## config.mk

```make
export PLATFORM = sky130hd
export DESIGN_NAME = frame_write_sequencer_flat
export DESIGN_NICKNAME = d
export VERILOG_FILES = /design/src/rtl/frame_write_sequencer_if.sv /design/src/rtl/frame_write_sequencer.sv /design/src/flat_wrapper.sv
export SDC_FILE = /design/constraint.sdc
export NUM_CORES = 1
export LEC_CHECK = 0
export ABC_CLOCK_PERIOD_IN_PS = 4600
export BUFFER_PORTS_ARGS = -buffer_cell sky130_fd_sc_hd__clkbuf_2
export CORE_UTILIZATION = 45
export DETAILED_ROUTE_END_ITERATION = 16
export PLACE_DENSITY_LB_ADDON = 0.05
export REMOVE_ABC_BUFFERS = 1
export SYNTH_ARGS = -nofsm -noshare
export SYNTH_HDL_FRONTEND = slang
export SYNTH_SLANG_ARGS = --single-unit
```

## constraint.sdc

```tcl
create_clock -name clk -period 4.6 [get_ports clk]
set_clock_uncertainty 0.05 [all_clocks]
set_input_delay 0.69 -clock clk [delete_from_list [all_inputs] [get_ports clk]]
set_output_delay 0.69 -clock clk [all_outputs]
set_load 0.05 [all_outputs]
```

## src/rtl/frame_write_sequencer_if.sv

```systemverilog
// Byte-stream input and pixel/address strobe outputs of frame_write_sequencer.
// Handshake: valid-only streams with no ready. A byte is consumed in every cycle
// its valid is high. Each output strobe is a single-cycle qualifier for its data.
interface frame_write_sequencer_if;
  logic        byte_axiiv;
  logic [7:0]  byte_axiid;
  logic        byte_last;
  logic        addr_axiov;
  logic [23:0] addr_axiod;
  logic        pixel_axiov;
  logic [7:0]  pixel_axiod;
  logic        buf_sel;
  logic        frame_done;
  logic        pkt_err;
  logic        busy;
  logic [1:0]  dbg_state;

  modport master (
    output byte_axiiv, byte_axiid, byte_last,
    input  addr_axiov, addr_axiod, pixel_axiov, pixel_axiod,
    input  buf_sel, frame_done, pkt_err, busy, dbg_state
  );

  modport slave (
    input  byte_axiiv, byte_axiid, byte_last,
    output addr_axiov, addr_axiod, pixel_axiov, pixel_axiod,
    output buf_sel, frame_done, pkt_err, busy, dbg_state
  );
endinterface

```

## src/rtl/frame_write_sequencer.sv

```systemverilog
// Splits a packetised byte stream into a start-address strobe and pixel strobes,
// validating the length and address range and handling end-of-frame marker packets.
module frame_write_sequencer #(
  parameter int          PKT_PIXELS   = 256,
  parameter int          ADDR_MAX     = 76799,
  parameter logic [23:0] FRAME_MARKER = 24'hFFFFFF
) (
  input logic                    clk,
  input logic                    rst_n,
  frame_write_sequencer_if.slave bus
);
  localparam int              PCW      = $clog2(PKT_PIXELS + 1);
  localparam logic [24:0]     ADDR_LIM = 25'(ADDR_MAX - PKT_PIXELS + 1);
  localparam logic [PCW-1:0]  PIX_LAST = PCW'(PKT_PIXELS - 1);

  typedef enum logic [1:0] {
    S_HDR  = 2'd0,
    S_PIX  = 2'd1,
    S_DROP = 2'd2
  } state_t;

  state_t         state_q;
  logic [1:0]     hdr_cnt_q;
  logic [15:0]    hdr_q;
  logic [PCW-1:0] pix_cnt_q;
  logic           ovl_q;
  logic           addr_v_q;
  logic [23:0]    addr_q;
  logic           pix_v_q;
  logic [7:0]     pix_q;
  logic           buf_sel_q;
  logic           frame_done_q;
  logic           pkt_err_q;

  logic [23:0]    hdr_full;
  logic           hdr_is_marker;
  logic           hdr_out_of_range;
  logic           pix_final;

  // Header byte 2 is still on the input, so the full address is assembled combinationally.
  assign hdr_full         = {hdr_q, bus.byte_axiid};
  assign hdr_is_marker    = (hdr_full == FRAME_MARKER);
  assign hdr_out_of_range = ({1'b0, hdr_full} > ADDR_LIM);
  assign pix_final        = (pix_cnt_q == PIX_LAST);

  always_ff @(posedge clk or negedge rst_n) begin
    if (!rst_n) begin
      state_q      <= S_HDR;
      hdr_cnt_q    <= 2'd0;
      hdr_q        <= 16'h0;
      pix_cnt_q    <= '0;
      ovl_q        <= 1'b0;
      addr_v_q     <= 1'b0;
      addr_q       <= 24'h0;
      pix_v_q      <= 1'b0;
      pix_q        <= 8'h0;
      buf_sel_q    <= 1'b0;
      frame_done_q <= 1'b0;
      pkt_err_q    <= 1'b0;
    end else begin
      addr_v_q     <= 1'b0;
      pix_v_q      <= 1'b0;
      frame_done_q <= 1'b0;
      pkt_err_q    <= 1'b0;
      if (bus.byte_axiiv) begin
        unique case (state_q)
          S_HDR: begin
            if (hdr_cnt_q != 2'd2) begin
              hdr_q <= {hdr_q[7:0], bus.byte_axiid};
              if (bus.byte_last) begin
                pkt_err_q <= 1'b1;
                hdr_cnt_q <= 2'd0;
              end else begin
                hdr_cnt_q <= hdr_cnt_q + 2'd1;
              end
            end else begin
              hdr_cnt_q <= 2'd0;
              if (hdr_is_marker) begin
                buf_sel_q    <= ~buf_sel_q;
                frame_done_q <= 1'b1;
                if (!bus.byte_last) state_q <= S_DROP;
              end else if (hdr_out_of_range) begin
                pkt_err_q <= 1'b1;
                if (!bus.byte_last) state_q <= S_DROP;
              end else if (bus.byte_last) begin
                pkt_err_q <= 1'b1;
              end else begin
                addr_v_q  <= 1'b1;
                addr_q    <= hdr_full;
                pix_cnt_q <= '0;
                state_q   <= S_PIX;
              end
            end
          end
          S_PIX: begin
            pix_v_q   <= 1'b1;
            pix_q     <= bus.byte_axiid;
            pix_cnt_q <= pix_cnt_q + PCW'(1);
            if (bus.byte_last) begin
              state_q <= S_HDR;
              if (!pix_final) pkt_err_q <= 1'b1;
            end else if (pix_final) begin
              state_q <= S_DROP;
              ovl_q   <= 1'b1;
            end
          end
          S_DROP: begin
            // An overlong packet reports its error on the first surplus byte only.
            if (ovl_q) begin
              pkt_err_q <= 1'b1;
              ovl_q     <= 1'b0;
            end
            if (bus.byte_last) state_q <= S_HDR;
          end
          default: state_q <= S_HDR;
        endcase
      end
    end
  end

  assign bus.addr_axiov  = addr_v_q;
  assign bus.addr_axiod  = addr_q;
  assign bus.pixel_axiov = pix_v_q;
  assign bus.pixel_axiod = pix_q;
  assign bus.buf_sel     = buf_sel_q;
  assign bus.frame_done  = frame_done_q;
  assign bus.pkt_err     = pkt_err_q;
  assign bus.busy        = (state_q != S_HDR) || (hdr_cnt_q != 2'd0);
  assign bus.dbg_state   = state_q;
endmodule

```

## src/flat_wrapper.sv

```systemverilog
// flat-port wrapper written by rule: the top's interface ports become plain ports
module frame_write_sequencer_flat 
#(
  parameter int          PKT_PIXELS   = 256,
  parameter int          ADDR_MAX     = 76799,
  parameter logic [23:0] FRAME_MARKER = 24'hFFFFFF
)
  (clk, rst_n, bus_byte_axiiv, bus_byte_axiid, bus_byte_last, bus_addr_axiov, bus_addr_axiod, bus_pixel_axiov, bus_pixel_axiod, bus_buf_sel, bus_frame_done, bus_pkt_err, bus_busy, bus_dbg_state);
  frame_write_sequencer_if bus_i ();
  input logic clk;
  input logic rst_n;
  input wire logic [$bits(bus_i.byte_axiiv)-1:0] bus_byte_axiiv;
  input wire logic [$bits(bus_i.byte_axiid)-1:0] bus_byte_axiid;
  input wire logic [$bits(bus_i.byte_last)-1:0] bus_byte_last;
  output wire logic [$bits(bus_i.addr_axiov)-1:0] bus_addr_axiov;
  output wire logic [$bits(bus_i.addr_axiod)-1:0] bus_addr_axiod;
  output wire logic [$bits(bus_i.pixel_axiov)-1:0] bus_pixel_axiov;
  output wire logic [$bits(bus_i.pixel_axiod)-1:0] bus_pixel_axiod;
  output wire logic [$bits(bus_i.buf_sel)-1:0] bus_buf_sel;
  output wire logic [$bits(bus_i.frame_done)-1:0] bus_frame_done;
  output wire logic [$bits(bus_i.pkt_err)-1:0] bus_pkt_err;
  output wire logic [$bits(bus_i.busy)-1:0] bus_busy;
  output wire logic [$bits(bus_i.dbg_state)-1:0] bus_dbg_state;
  assign bus_i.byte_axiiv = bus_byte_axiiv;
  assign bus_i.byte_axiid = bus_byte_axiid;
  assign bus_i.byte_last = bus_byte_last;
  assign bus_addr_axiov = bus_i.addr_axiov;
  assign bus_addr_axiod = bus_i.addr_axiod;
  assign bus_pixel_axiov = bus_i.pixel_axiov;
  assign bus_pixel_axiod = bus_i.pixel_axiod;
  assign bus_buf_sel = bus_i.buf_sel;
  assign bus_frame_done = bus_i.frame_done;
  assign bus_pkt_err = bus_i.pkt_err;
  assign bus_busy = bus_i.busy;
  assign bus_dbg_state = bus_i.dbg_state;
  frame_write_sequencer #(.PKT_PIXELS(PKT_PIXELS), .ADDR_MAX(ADDR_MAX), .FRAME_MARKER(FRAME_MARKER)) u_core (.clk(clk), .rst_n(rst_n), .bus(bus_i));
endmodule
```

==> run_results.csv, run 1 <==
group,metric,value,unit
run_status,result_of_the_run,"completed",
die,initial_utilization,0.470,
cts,cts.path.max_buffers,2,
cts,cts_tree,"yes",
timing,setup-violations-final,0,
placed_design,numPlacedInstances,363,
critical_path,crit_slowest_cell,"sky130_fd_sc_hd__a31o_1",
critical_path,path_max_fanout,17,
global_routing,grt_antenna_before_repair,0,
timing,slew_violations,0,
critical_path,rrSetupSlack,2.08,ns
cts,number_of_h_tree_levels,3,
detailed_routing,route.detailed.vias_per_inst,5.27,
synthesis,asyncSetResetFlopFracSynth,1.00,
detailed_routing,detailroute.via_count,1996,
critical_path,r2r_start,"u_core.hdr_q[7]$_DFFE_PN0P_",
pwr,totalPowerFinal,1750,µW
pwr,power.density,498,nW/µm²
pwr,total_leakage_power,0.00177,µW
die,die_area,6990,µm²
die,core.rowCount,29,
timing,rsz0062_at_grt,"false",
cts,post_cts_resize_count,0,
synthesis,synth_adder_area_share,0.0167,
cts,cts_root_buf,"sky130_fd_sc_hd__clkbuf_8",
global_routing,groute.usage.overall,0.184,
cts,cts_hold_buffers,0,
critical_path,critPathMaxStageDelay,0.51,ns
synthesis,synth_enable_flop_cells,0,
synthesis,yosys_warnings,0,
synthesis,synthSimpleGateAreaFrac,0.143,
final_layout,areaGrowthSynthToFinish,17.4,%
critical_path,worst_setup_path_start_kind,"flip-flop",
cts,clkSlewWorstSetupHoldPaths,0.08,ns
die,design.portCount,52,
timing,worst_pin_slew,0.912,ns
detailed_routing,drt_drc_violations_left,0,
timing,tns,0,ns
synthesis,synth-compound-area-share,0.0597,
critical_path,critPathCapture,"u_core.bus.addr_axiod[11]$_DFFE_PN0P_",
cts,clock_sinks,67,
timing,finalHoldViolCount,0,
final_layout,final_layout_size_suffix_gt1_frac,0.381,
detailed_routing,final_antenna_net_count,0,
cts,insertion_delay,0.34,ns
critical_path,r2r_cells,6,
critical_path,critical_path.endpoint_type,"flip-flop",
final_layout,final_nets,313,
detailed_routing,wire_per_inst,15.6,µm
final_layout,fill_cells,567,
die,die_y,83.6,µm
placed_design,placement.io_buffers,51,
final_layout,diodes,0,
detailed_routing,drtPass1Iterations,4,
critical_path,cp_cell_sequence,"or2_1 > nor4_4 > a211o_1 > a31o_1 > buf_4 > mux2_2",
die,core_region,6390,µm²
final_layout,finish.utilization,0.551,
timing,min_period_over_period,0.549,
pwr,power.ir.vdd_worst,297,µV
global_routing,grt_first_pass_wirelength,9980,µm
timing,fmaxAchievable,396,MHz
die,die_w,83.6,µm
critical_path,worst_setup_path_startpoint,"u_core.hdr_q[7]$_DFFE_PN0P_",
synthesis,synth-xor-area-share,0.00292,
cts,cts_setup_buffers,0,
placed_design,hpwl,4080,µm
synthesis,synth_top_family_by_area,"multiplexers",
synthesis,seq_area_frac_synth,0.559,
critical_path,worstReg2RegEnd,"u_core.bus.addr_axiod[11]$_DFFE_PN0P_",
placed_design,gp_congestion,0.749,
global_routing,grt_max_degree,42,
detailed_routing,detail_route.wirelength,5930,µm
synthesis,postSynthRegisterBits,67,
synthesis,synth.avg_cell_area,12.4,µm²
critical_path,critical_path_arrival,2.71,ns
critical_path,critical_path_class,"flip-flop to flip-flop",
synthesis,ys.flop_type,"sky130_fd_sc_hd__dfrtp_1",
worst_hold_path,hold_class,"primary input to asynchronous set/reset pin",
global_routing,globalRoute.totalOverflow,0,
final_layout,layout.cells.non_filler,379,
synthesis,netlist-cell-type-count,41,
detailed_routing,detail_route.iter0.violations,67,
timing,period_minus_slack,2.52,ns
timing,max-slew-margin-rel,0.390,
critical_path,worst_ep_required_time,4.78,ns
synthesis,synthCells,242,
synthesis,synth.cell_area,3000,µm²
global_routing,grt_pass1_vias,1999,
cts,cts_made_buffers,9,
synthesis,mux_cell_area_share_after_synthesis,0.184,
job,timing.max_cap.violations,0,
synth_stat cells, drive strengths merged, types with 2 or more instances:
cell type  number  area, µm²
o22ai           7       43.8
nor4            3       33.8
mux2           41        503
clkbuf          4       15.0
nand3           7       35.0
nand4           7       56.3
nor2           13       56.3
nor3            7       35.0
and3            2       12.5
ha              4       50.1
mux2i           5       50.1
o21ai           9       45.0
nand2          24       90.1
buf             5       55.1
inv             9       33.8
dfrtp          67       1680
a311oi          2       23.8
and2            8       50.1
nor4b           2       17.5
nor3b           2       15.0
a31oi           2       12.5
layout make-up:
class / count / area [µm²] / area share
Multi-Input combinational cell: 157 / 1220 / 0.346
Inverter: 9 / 33.8 / 0.00959
Sequential cell: 67 / 1680 / 0.476
Clock buffer: 9 / 124 / 0.0352
Timing Repair Buffer: 53 / 270 / 0.0768
Clock inverter: 7 / 101 / 0.0288
Tap cell: 77 / 96.3 / 0.0274
power breakdown:
group / switching [µW] / internal (µW) / leakage [µW]
Sequential: 119 / 692 / 0.000890
Clock: 244 / 309 / 0.000106
Combinational: 227 / 163 / 0.000771
routing by layer:
| layer | wire length [µm] | share of wire | global-route usage | vias to the layer above |
|---|---|---|---|---|
| met5 | 0 | 0 | 0 | - |
| met1 | 2830 | 0.48 | 0.246 | 978 |
| met2 | 2790 | 0.47 | 0.285 | 37 |
| li1 | - | - | - | 972 |
| met4 | 104 | 0.018 | 0.0924 | 0 |
| met3 | 202 | 0.034 | 0.0366 | 9 |
flip-flops by register name, summed over array words and instances (netlist names):
name,flops
u_core.ovl_q,1
u_core.bus.dbg_state,2
u_core.bus.addr_axiod,24
u_core.bus.addr_axiov,1
u_core.bus.pixel_axiov,1
u_core.bus.pixel_axiod,8
u_core.hdr_cnt_q,2
u_core.hdr_q,16
u_core.bus.pkt_err,1
u_core.bus.frame_done,1
u_core.bus.buf_sel,1
u_core.pix_cnt_q,9
worst max-delay path: cells and delay by family (launching register included):
kind	cells	cell delay, ns
AOI/OAI and AO/OA	2	0.75
buffers and inverters	1	0.34
DFF	1	0.43
muxes	1	0.36
and+or+nand+nor	2	0.47
stage by stage:
stage | hold WS, ns | worst slack (ns) | cell area (µm²)
finish | 0.415 | 2.08 | 3520
global route | 0.459 | 1.94 | 3520
CTS | 0.427 | 2.05 | 3520
detailed placement | 0.411 | 1.90 | 3300
global placement | 0.407 | 1.99 | 3300
floorplan | 0.344 | 2.27 | 2930
cells by family (layout without fill, tap and decap cells):
logic type | count (synthesis) | count (layout)
xor+xnor | 1 | 1
compound gates | 27 | 27
buf+inv | 18 | 78
flops | 67 | 67
fa+ha+maj | 4 | 4
simple gates | 79 | 79
mux | 46 | 46
layout by cell type (no fill, tap or decap), types with 2 or more instances in the layout:
| master | Yosys | routed |
|---|---|---|
| sky130_fd_sc_hd__nor4_1 | 2 | 2 |
| sky130_fd_sc_hd__a31oi_1 | 2 | 2 |
| sky130_fd_sc_hd__clkbuf_8 | 0 | 9 |
| sky130_fd_sc_hd__bufinv_16 | 0 | 2 |
| sky130_fd_sc_hd__clkinvlp_4 | 0 | 2 |
| sky130_fd_sc_hd__nor3b_1 | 2 | 2 |
| sky130_fd_sc_hd__nand4_1 | 5 | 5 |
| sky130_fd_sc_hd__mux2_4 | 11 | 11 |
| sky130_fd_sc_hd__buf_4 | 1 | 2 |
| sky130_fd_sc_hd__nor2_1 | 12 | 12 |
| sky130_fd_sc_hd__and3_1 | 2 | 2 |
| sky130_fd_sc_hd__mux2_2 | 30 | 30 |
| sky130_fd_sc_hd__nor4b_1 | 2 | 2 |
| sky130_fd_sc_hd__nor3_1 | 7 | 7 |
| sky130_fd_sc_hd__nand2_1 | 24 | 24 |
| sky130_fd_sc_hd__nand4_2 | 2 | 2 |
| sky130_fd_sc_hd__clkinv_4 | 0 | 2 |
| sky130_fd_sc_hd__clkbuf_2 | 0 | 50 |
| sky130_fd_sc_hd__o22ai_1 | 7 | 7 |
| sky130_fd_sc_hd__dfrtp_1 | 67 | 67 |
| sky130_fd_sc_hd__o21ai_0 | 9 | 9 |
| sky130_fd_sc_hd__nand3_1 | 7 | 7 |
| sky130_fd_sc_hd__inv_1 | 9 | 9 |
| sky130_fd_sc_hd__and2_1 | 8 | 8 |
| sky130_fd_sc_hd__ha_1 | 4 | 4 |
| sky130_fd_sc_hd__mux2i_1 | 5 | 5 |
worst min-delay path by stage:
stage	startpoint	endpoint	slack [ns]	cells after the start
global placement	u_core.bus.buf_sel$_DFFE_PN0P_	u_core.bus.buf_sel$_DFFE_PN0P_	0.41	1
CTS	u_core.bus.buf_sel$_DFFE_PN0P_	u_core.bus.buf_sel$_DFFE_PN0P_	0.43	1
floorplan	rst_n	u_core.bus.addr_axiod[0]$_DFFE_PN0P_	0.34	0
global route	u_core.bus.addr_axiod[17]$_DFFE_PN0P_	u_core.bus.addr_axiod[17]$_DFFE_PN0P_	0.46	1
finish	rst_n	u_core.pix_cnt_q[6]$_DFFE_PN0P_	0.41	1
detailed placement	u_core.bus.buf_sel$_DFFE_PN0P_	u_core.bus.buf_sel$_DFFE_PN0P_	0.41	1
Note: power is estimated with default switching activity, not from simulation.
==> inputs of run 2 (changes only) <==
ABC_AREA = 1   (was default)
ABC_CLOCK_PERIOD_IN_PS = 2350   (was 4600)
clock period = 2.35 ns   (was 4.6 ns; I/O delays follow)
==> run_results.csv, run 2 <==
group,metric,value,unit
final_layout,layout.cells.most_common,"sky130_fd_sc_hd__nand2_1",
timing,slew_violations,0,
die,die_area,7300,µm²
pwr,power.share.switching,0.449,
timing,max-slew-margin-rel,0.671,
final_layout,max_reg_flops,24,
synthesis,yosys_warnings,0,
synthesis,synth_enable_flop_cells,0,
timing,min_period_over_period,0.808,
cts,clkSlewWorstSetupHoldPaths,0.07,ns
detailed_routing,detail_route.wirelength,6140,µm
synthesis,synthDominantCellAreaShare,0.535,
synthesis,post_synth_main_area_contributors,"sky130_fd_sc_hd__dfrtp_1 53%, sky130_fd_sc_hd__nand2_1 11%, sky130_fd_sc_hd__inv_1 4.8%, sky130_fd_sc_hd__o21ai_2 4.5%, sky130_fd_sc_hd__o21ai_0 4.2%",
detailed_routing,route.detailed.vias_per_inst,4.78,
final_layout,mostFrequentLayoutCells,"89 x sky130_fd_sc_hd__nand2_1, 67 x sky130_fd_sc_hd__dfrtp_1, 50 x sky130_fd_sc_hd__clkbuf_2",
final_layout,areaGrowthSynthToFinish,18.3,%
final_layout,final_std_cell_area_no_fill,3710,µm²
pwr,total_switching_power,2140,µW
die,design.portCount,52,
synthesis,ys.flop_type,"sky130_fd_sc_hd__dfrtp_1",
cts,cts_root_buf,"sky130_fd_sc_hd__clkbuf_8",
pwr,power.ir.vdd_worst,548,µV
timing,finalHoldViolCount,0,
final_layout,diodes,0,
die,initial_utilization,0.464,
worst_hold_path,hold_class,"primary input to flip-flop",
synthesis,synthMostInstantiatedCell,"sky130_fd_sc_hd__nand2_1",
critical_path,worst_ep_required_time,2.57,ns
critical_path,critical_path.endpoint_type,"flip-flop",
synthesis,postSynthRegisterBits,67,
synthesis,synthCells,350,
synthesis,asyncSetResetFlopFracSynth,1.00,
die,die_y,85.5,µm
cts,cts_made_buffers,9,
cts,insertion_delay,0.33,ns
cts,cts.path.max_buffers,2,
synthesis,synth.cell_area,3130,µm²
cts,number_of_h_tree_levels,3,
global_routing,grt_max_degree,68,
cts,cts_setup_buffers,0,
global_routing,grt_first_pass_wirelength,10600,µm
synthesis,synth.avg_cell_area,8.96,µm²
placed_design,gp_congestion,0.739,
cts,cts_tree,"yes",
cts,cts_hold_buffers,1,
timing,setup-violations-final,0,
pwr,power_frac_seq,0.369,
detailed_routing,detailroute.via_count,2351,
placed_design,hpwl,4200,µm
cts,post_cts_resize_count,0,
job,timing.max_cap.violations,0,
critical_path,worst_setup_path_start_kind,"flip-flop",
timing,fmaxAchievable,527,MHz
detailed_routing,detail_route.iter0.violations,175,
critical_path,critical_path_class,"flip-flop to flip-flop",
critical_path,critical_path_arrival,2.12,ns
global_routing,grt_pass1_vias,2234,
run_status,result_of_the_run,"completed",
timing,rsz0062_at_grt,"false",
final_layout,layout.cells.non_filler,492,
critical_path,crit_path_buffers_inverters,0,
critical_path,path_max_fanout,4,
pwr,power.density,1290,nW/µm²
global_routing,globalRoute.totalOverflow,0,
die,die_w,85.5,µm
detailed_routing,wire_per_inst,12.5,µm
die,core_region,6760,µm²
critical_path,crit_slowest_cell,"sky130_fd_sc_hd__dfrtp_1",
placed_design,placement.io_buffers,51,
global_routing,grt_antenna_before_repair,0,
critical_path,critPathMaxStageDelay,0.41,ns
placed_design,placed_cell_area,3470,µm²
pwr,total_leakage_power,0.00197,µW
synthesis,seq_area_frac_synth,0.535,
critical_path,path_delay_family,"simple AND/OR/NAND/NOR gates",
placed_design,numPlacedInstances,475,
final_layout,final_layout_size_suffix_gt1_frac,0.277,
critical_path,cp_cell_sequence,"ha_1 > nand3_1 > nor2_1 > and3_1 > ha_1 > o31ai_1 > nor2_1 > nand2_1 > nand2_1 > nand2_1",
detailed_routing,drt_drc_violations_left,0,
timing,period_minus_slack,1.90,ns
detailed_routing,final_antenna_net_count,0,
pwr,power_report.internal_total,2630,µW
global_routing,groute.usage.overall,0.188,
synthesis,netlist-cell-type-count,34,
synthesis,synth_largest_area_cell,"sky130_fd_sc_hd__dfrtp_1",
die,core.rowCount,30,
pwr,pwr-share-comb,0.404,
synthesis,synth_commonest_cells,"89 x sky130_fd_sc_hd__nand2_1, 67 x sky130_fd_sc_hd__dfrtp_1, 40 x sky130_fd_sc_hd__inv_1",
pwr,clkPwrFrac,0.227,
critical_path,most_frequent_cell_on_critical_path,"sky130_fd_sc_hd__nand2_1",
cts,clock_sinks,67,
timing,worst_pin_slew,0.493,ns
detailed_routing,drtPass1Iterations,4,
final_layout,final_nets,423,
==> run 2: cell types whose count changed in the layout (fill, tap and decap cells not counted), sizes merged, moves of 4 or more <==
cell	before	now
a21oi	1	5
and2	8	0
inv	10	42
mux2	41	0
mux2i	5	0
nand2	24	107
nand3	7	22
nand4	7	1
nor2	13	32
o21ai	9	42
o22ai	7	0
==> run 2: area by class of cell <==
class	count	area, µm²
Clock buffer	11	151
Clock inverter	5	75.1
Fill cell	655	3050
Inverter	42	160
Multi-Input combinational cell	231	1220
Sequential cell	67	1680
Tap cell	80	100
Timing Repair Buffer	56	320
==> run 2: worst reg2reg max path: cells and delay by family, from the launching register on <==
kind                       cells  cell delay [ns]
and+or+nand+nor                7             0.64
adders and majority gates      2             0.45
DFF                            1             0.41
AOI/OAI and AO/OA              1             0.30
==> run 2: path summary, 6_finish.rpt <==
kind	start	end	slack, ns	depth (start not counted)
worst min register to register	u_core.bus.buf_sel$_DFFE_PN0P_	u_core.bus.buf_sel$_DFFE_PN0P_	0.42	1
min in group asynchronous	rst_n	u_core.hdr_q[14]$_DFFE_PN0P_	0.52	3
worst min-delay path	bus_byte_axiiv	u_core.ovl_q$_DFFE_PN0P_	0.17	2
max in group asynchronous	rst_n	u_core.pix_cnt_q[6]$_DFFE_PN0P_	1.44	3
worst max-delay path	u_core.pix_cnt_q[0]$_DFFE_PN0P_	u_core.bus.dbg_state[1]$_DFFE_PN0P_	0.45	10
worst max register to register	u_core.pix_cnt_q[0]$_DFFE_PN0P_	u_core.bus.dbg_state[1]$_DFFE_PN0P_	0.45	10
==> run 2: cells by family (layout without fill, tap and decap cells) <==
logic type,after synthesis,after routing,share of synthesized area
XOR/XNOR,5,5,0.0140
buffers and inverters,52,114,0.0746
adder cells (fa/ha/maj),4,4,0.0160
flip-flops,67,67,0.535
AND/OR/NAND/NOR,172,172,0.259
AO/OA/AOI/OAI,50,50,0.101
==> run 2: per-stage QoR <==
step	setup TNS [ns]	util	hold slack, ns	worst slack [ns]	total power, µW
finish	0	0.549	0.169	0.452	4770
floorplan	-0.837	-	0.00691	-0.0514	3230
detailed placement	0	0.514	0.355	0.459	3730
global placement	0	0.514	0.356	0.485	3700
CTS	0	0.549	0.160	0.444	4820
global route	0	0.549	0.159	0.239	5090
==> run 2: power groups by stage <==
stage	combinational, µW	clock, µW	sequential (µW)
2_1_floorplan	890	0	2340
3_3_place_gp	1920	0	1780
3_5_place_dp	1940	0	1780
4_1_cts	1950	1110	1760
5_1_grt	2130	1160	1800
6_report	1930	1080	1760
==> run 2: metal layers <==
metal  part of all wire  global-route usage
met5                  0                   0
met4              0.017              0.0864
met3              0.044              0.0428
met2               0.44               0.266
met1               0.50               0.274
==> inputs of run 3 (changes only) <==
ABC_CLOCK_PERIOD_IN_PS = 1900   (was 2350)
clock period = 1.9 ns   (was 2.35 ns; I/O delays follow)
==> run_results.csv, run 3 (synthesized netlist as in run 2, its figures left out) <==
group,metric,value,unit
detailed_routing,route.detailed.vias_per_inst,4.83,
detailed_routing,drtPass1Iterations,4,
placed_design,place_worst_setup_slack,0.00578,ns
final_layout,layout.cells.most_common,"sky130_fd_sc_hd__nand2_1",
detailed_routing,detail_route.iter0.violations,103,
critical_path,cp_cell_sequence,"ha_4 > nand3_4 > nor2_4 > and3_1 > ha_2 > o31ai_2 > nor2_1 > nand2_1 > nand2_1 > nand2_1",
timing,layout_setup_ws,0.174,ns
final_layout,areaGrowthSynthToFinish,20.6,%
job,timing.max_cap.violations,0,
detailed_routing,final_antenna_net_count,0,
critical_path,critPathMaxStageDelay,0.43,ns
critical_path,r2r_start,"u_core.pix_cnt_q[0]$_DFFE_PN0P_",
timing,slew_violations,0,
cts,cts_root_buf,"sky130_fd_sc_hd__clkbuf_8",
worst_hold_path,hold_class,"primary input to flip-flop",
critical_path,path_max_fanout,4,
cts,cts_tree,"yes",
die,design.portCount,52,
placed_design,gp_congestion,0.775,
timing,tns,0,ns
timing,period_minus_slack,1.73,ns
critical_path,critPathCapture,"u_core.bus.dbg_state[0]$_DFFE_PN0P_",
global_routing,groute.usage.overall,0.189,
placed_design,placement.io_buffers,51,
die,die_area,7300,µm²
timing,max-slew-margin-rel,0.720,
final_layout,fill_cells,647,
critical_path,crit_slowest_cell,"sky130_fd_sc_hd__dfrtp_1",
critical_path,most_frequent_cell_on_critical_path,"sky130_fd_sc_hd__nand2_1",
die,core.rowCount,30,
timing,worst_pin_slew,0.419,ns
placed_design,hpwl,4280,µm
critical_path,worstReg2RegEnd,"u_core.bus.dbg_state[0]$_DFFE_PN0P_",
pwr,total_leakage_power,0.00198,µW
die,initial_utilization,0.464,
global_routing,globalRoute.totalOverflow,0,
die,core_region,6760,µm²
critical_path,worst_setup_path_startpoint,"u_core.pix_cnt_q[0]$_DFFE_PN0P_",
final_layout,final_layout_size_suffix_gt1_frac,0.299,
critical_path,r2r_cells,10,
final_layout,mostFrequentLayoutCells,"89 x sky130_fd_sc_hd__nand2_1, 67 x sky130_fd_sc_hd__dfrtp_1, 50 x sky130_fd_sc_hd__clkbuf_2",
cts,cts_made_buffers,9,
detailed_routing,drt_drc_violations_left,0,
cts,cts.path.max_buffers,2,
timing,finalHoldViolCount,0,
global_routing,grt_antenna_before_repair,0,
cts,insertion_delay,0.34,ns
pwr,power.ir.vdd_worst,749,µV
global_routing,grt_max_degree,68,
pwr,power.density,1540,nW/µm²
critical_path,critical_path_class,"flip-flop to flip-flop",
detailed_routing,detailroute.via_count,2407,
die,die_y,85.5,µm
timing,setup-violations-final,0,
critical_path,critical_path.endpoint_type,"flip-flop",
timing,fmaxAchievable,579,MHz
die,die_w,85.5,µm
global_routing,grt_first_pass_wirelength,10800,µm
final_layout,max_reg_flops,24,
critical_path,rrSetupSlack,0.17,ns
detailed_routing,wire_per_inst,12.5,µm
final_layout,final_nets,429,
cts,clock_sinks,67,
critical_path,worst_setup_path_start_kind,"flip-flop",
cts,clkSlewWorstSetupHoldPaths,0.07,ns
detailed_routing,detail_route.wirelength,6210,µm
final_layout,diodes,0,
run_status,result_of_the_run,"completed",
critical_path,worst_ep_required_time,2.09,ns
timing,min_period_over_period,0.909,
cts,number_of_h_tree_levels,3,
global_routing,grt_pass1_vias,2301,
critical_path,critical_path_arrival,1.91,ns
run 3: changes by cell type in the layout (fill, tap and decap cells not counted), sizes merged:
cell,before,now
clkinv,3,2
clkbuf,61,60
buf,5,11
clkinvlp,0,3
bufinv,2,1
run 3: worst min path at each step:
stage | startpoint | endpoint | slack (ns) | depth (start not counted)
3_5_place_dp | rst_n | u_core.bus.addr_axiod[13]$_DFFE_PN0P_ | 0.29 | 2
2_1_floorplan | rst_n | u_core.bus.addr_axiod[0]$_DFFE_PN0P_ | -0.06 | 0
4_1_cts | bus_byte_axiiv | u_core.ovl_q$_DFFE_PN0P_ | 0.07 | 2
6_report | bus_byte_axiiv | u_core.ovl_q$_DFFE_PN0P_ | 0.08 | 2
3_3_place_gp | rst_n | u_core.bus.addr_axiod[13]$_DFFE_PN0P_ | 0.29 | 2
5_1_grt | bus_byte_axiiv | u_core.ovl_q$_DFFE_PN0P_ | 0.08 | 2
run 3: repair_timing:
action	in CTS	in global routing
pin swaps	0	6
cloned	0	0
hold endpoints to repair	67	0
hold buffers	1	0
resized for setup	1	9
setup endpoints to repair	1	13
setup buffers	0	2
run 3: area by class of cell:
cell class | count | area, µm² | area share
sequential | 67 | 1680 | 0.444
multi-input combinational | 231 | 1270 | 0.336
timing repair buffer | 62 | 378 | 0.100
inverter | 42 | 160 | 0.0424
clock buffer | 10 | 128 | 0.0338
tap | 80 | 100 | 0.0265
clock inverter | 6 | 66.3 | 0.0175
run 3: power breakdown:
group / leakage, µW / switching (µW) / internal (µW)
sequential: 0.000893 / 350 / 1840
combinational: 0.000997 / 1810 / 653
clock: 0.0000885 / 555 / 606
run 3: critical path: cells and delay by family (launching register included):
kind,cells,cell delay (ns)
fa+ha+maj,2,0.37
flops,1,0.43
simple gates,7,0.70
compound gates,1,0.07
run 3: routing by layer:
metal	track usage	vias to the layer above	routed length (µm)	share of wire
li1	-	1229	-	-
met1	0.275	1125	3170	0.51
met2	0.271	44	2720	0.44
met3	0.0428	9	219	0.035
met4	0.0818	0	99	0.016
met5	0	-	0	0
run 3: through the flow:
step	hold WS, ns	instances	area, µm²	utilization	power, µW
global placement	0.287	479	3510	0.520	4610
detailed placement	0.286	479	3510	0.520	4650
finish	0.0769	498	3780	0.559	5810
floorplan	-0.0606	340	3060	-	4000
global route	0.0793	498	3780	0.559	6200
CTS	0.0734	496	3720	0.551	5820
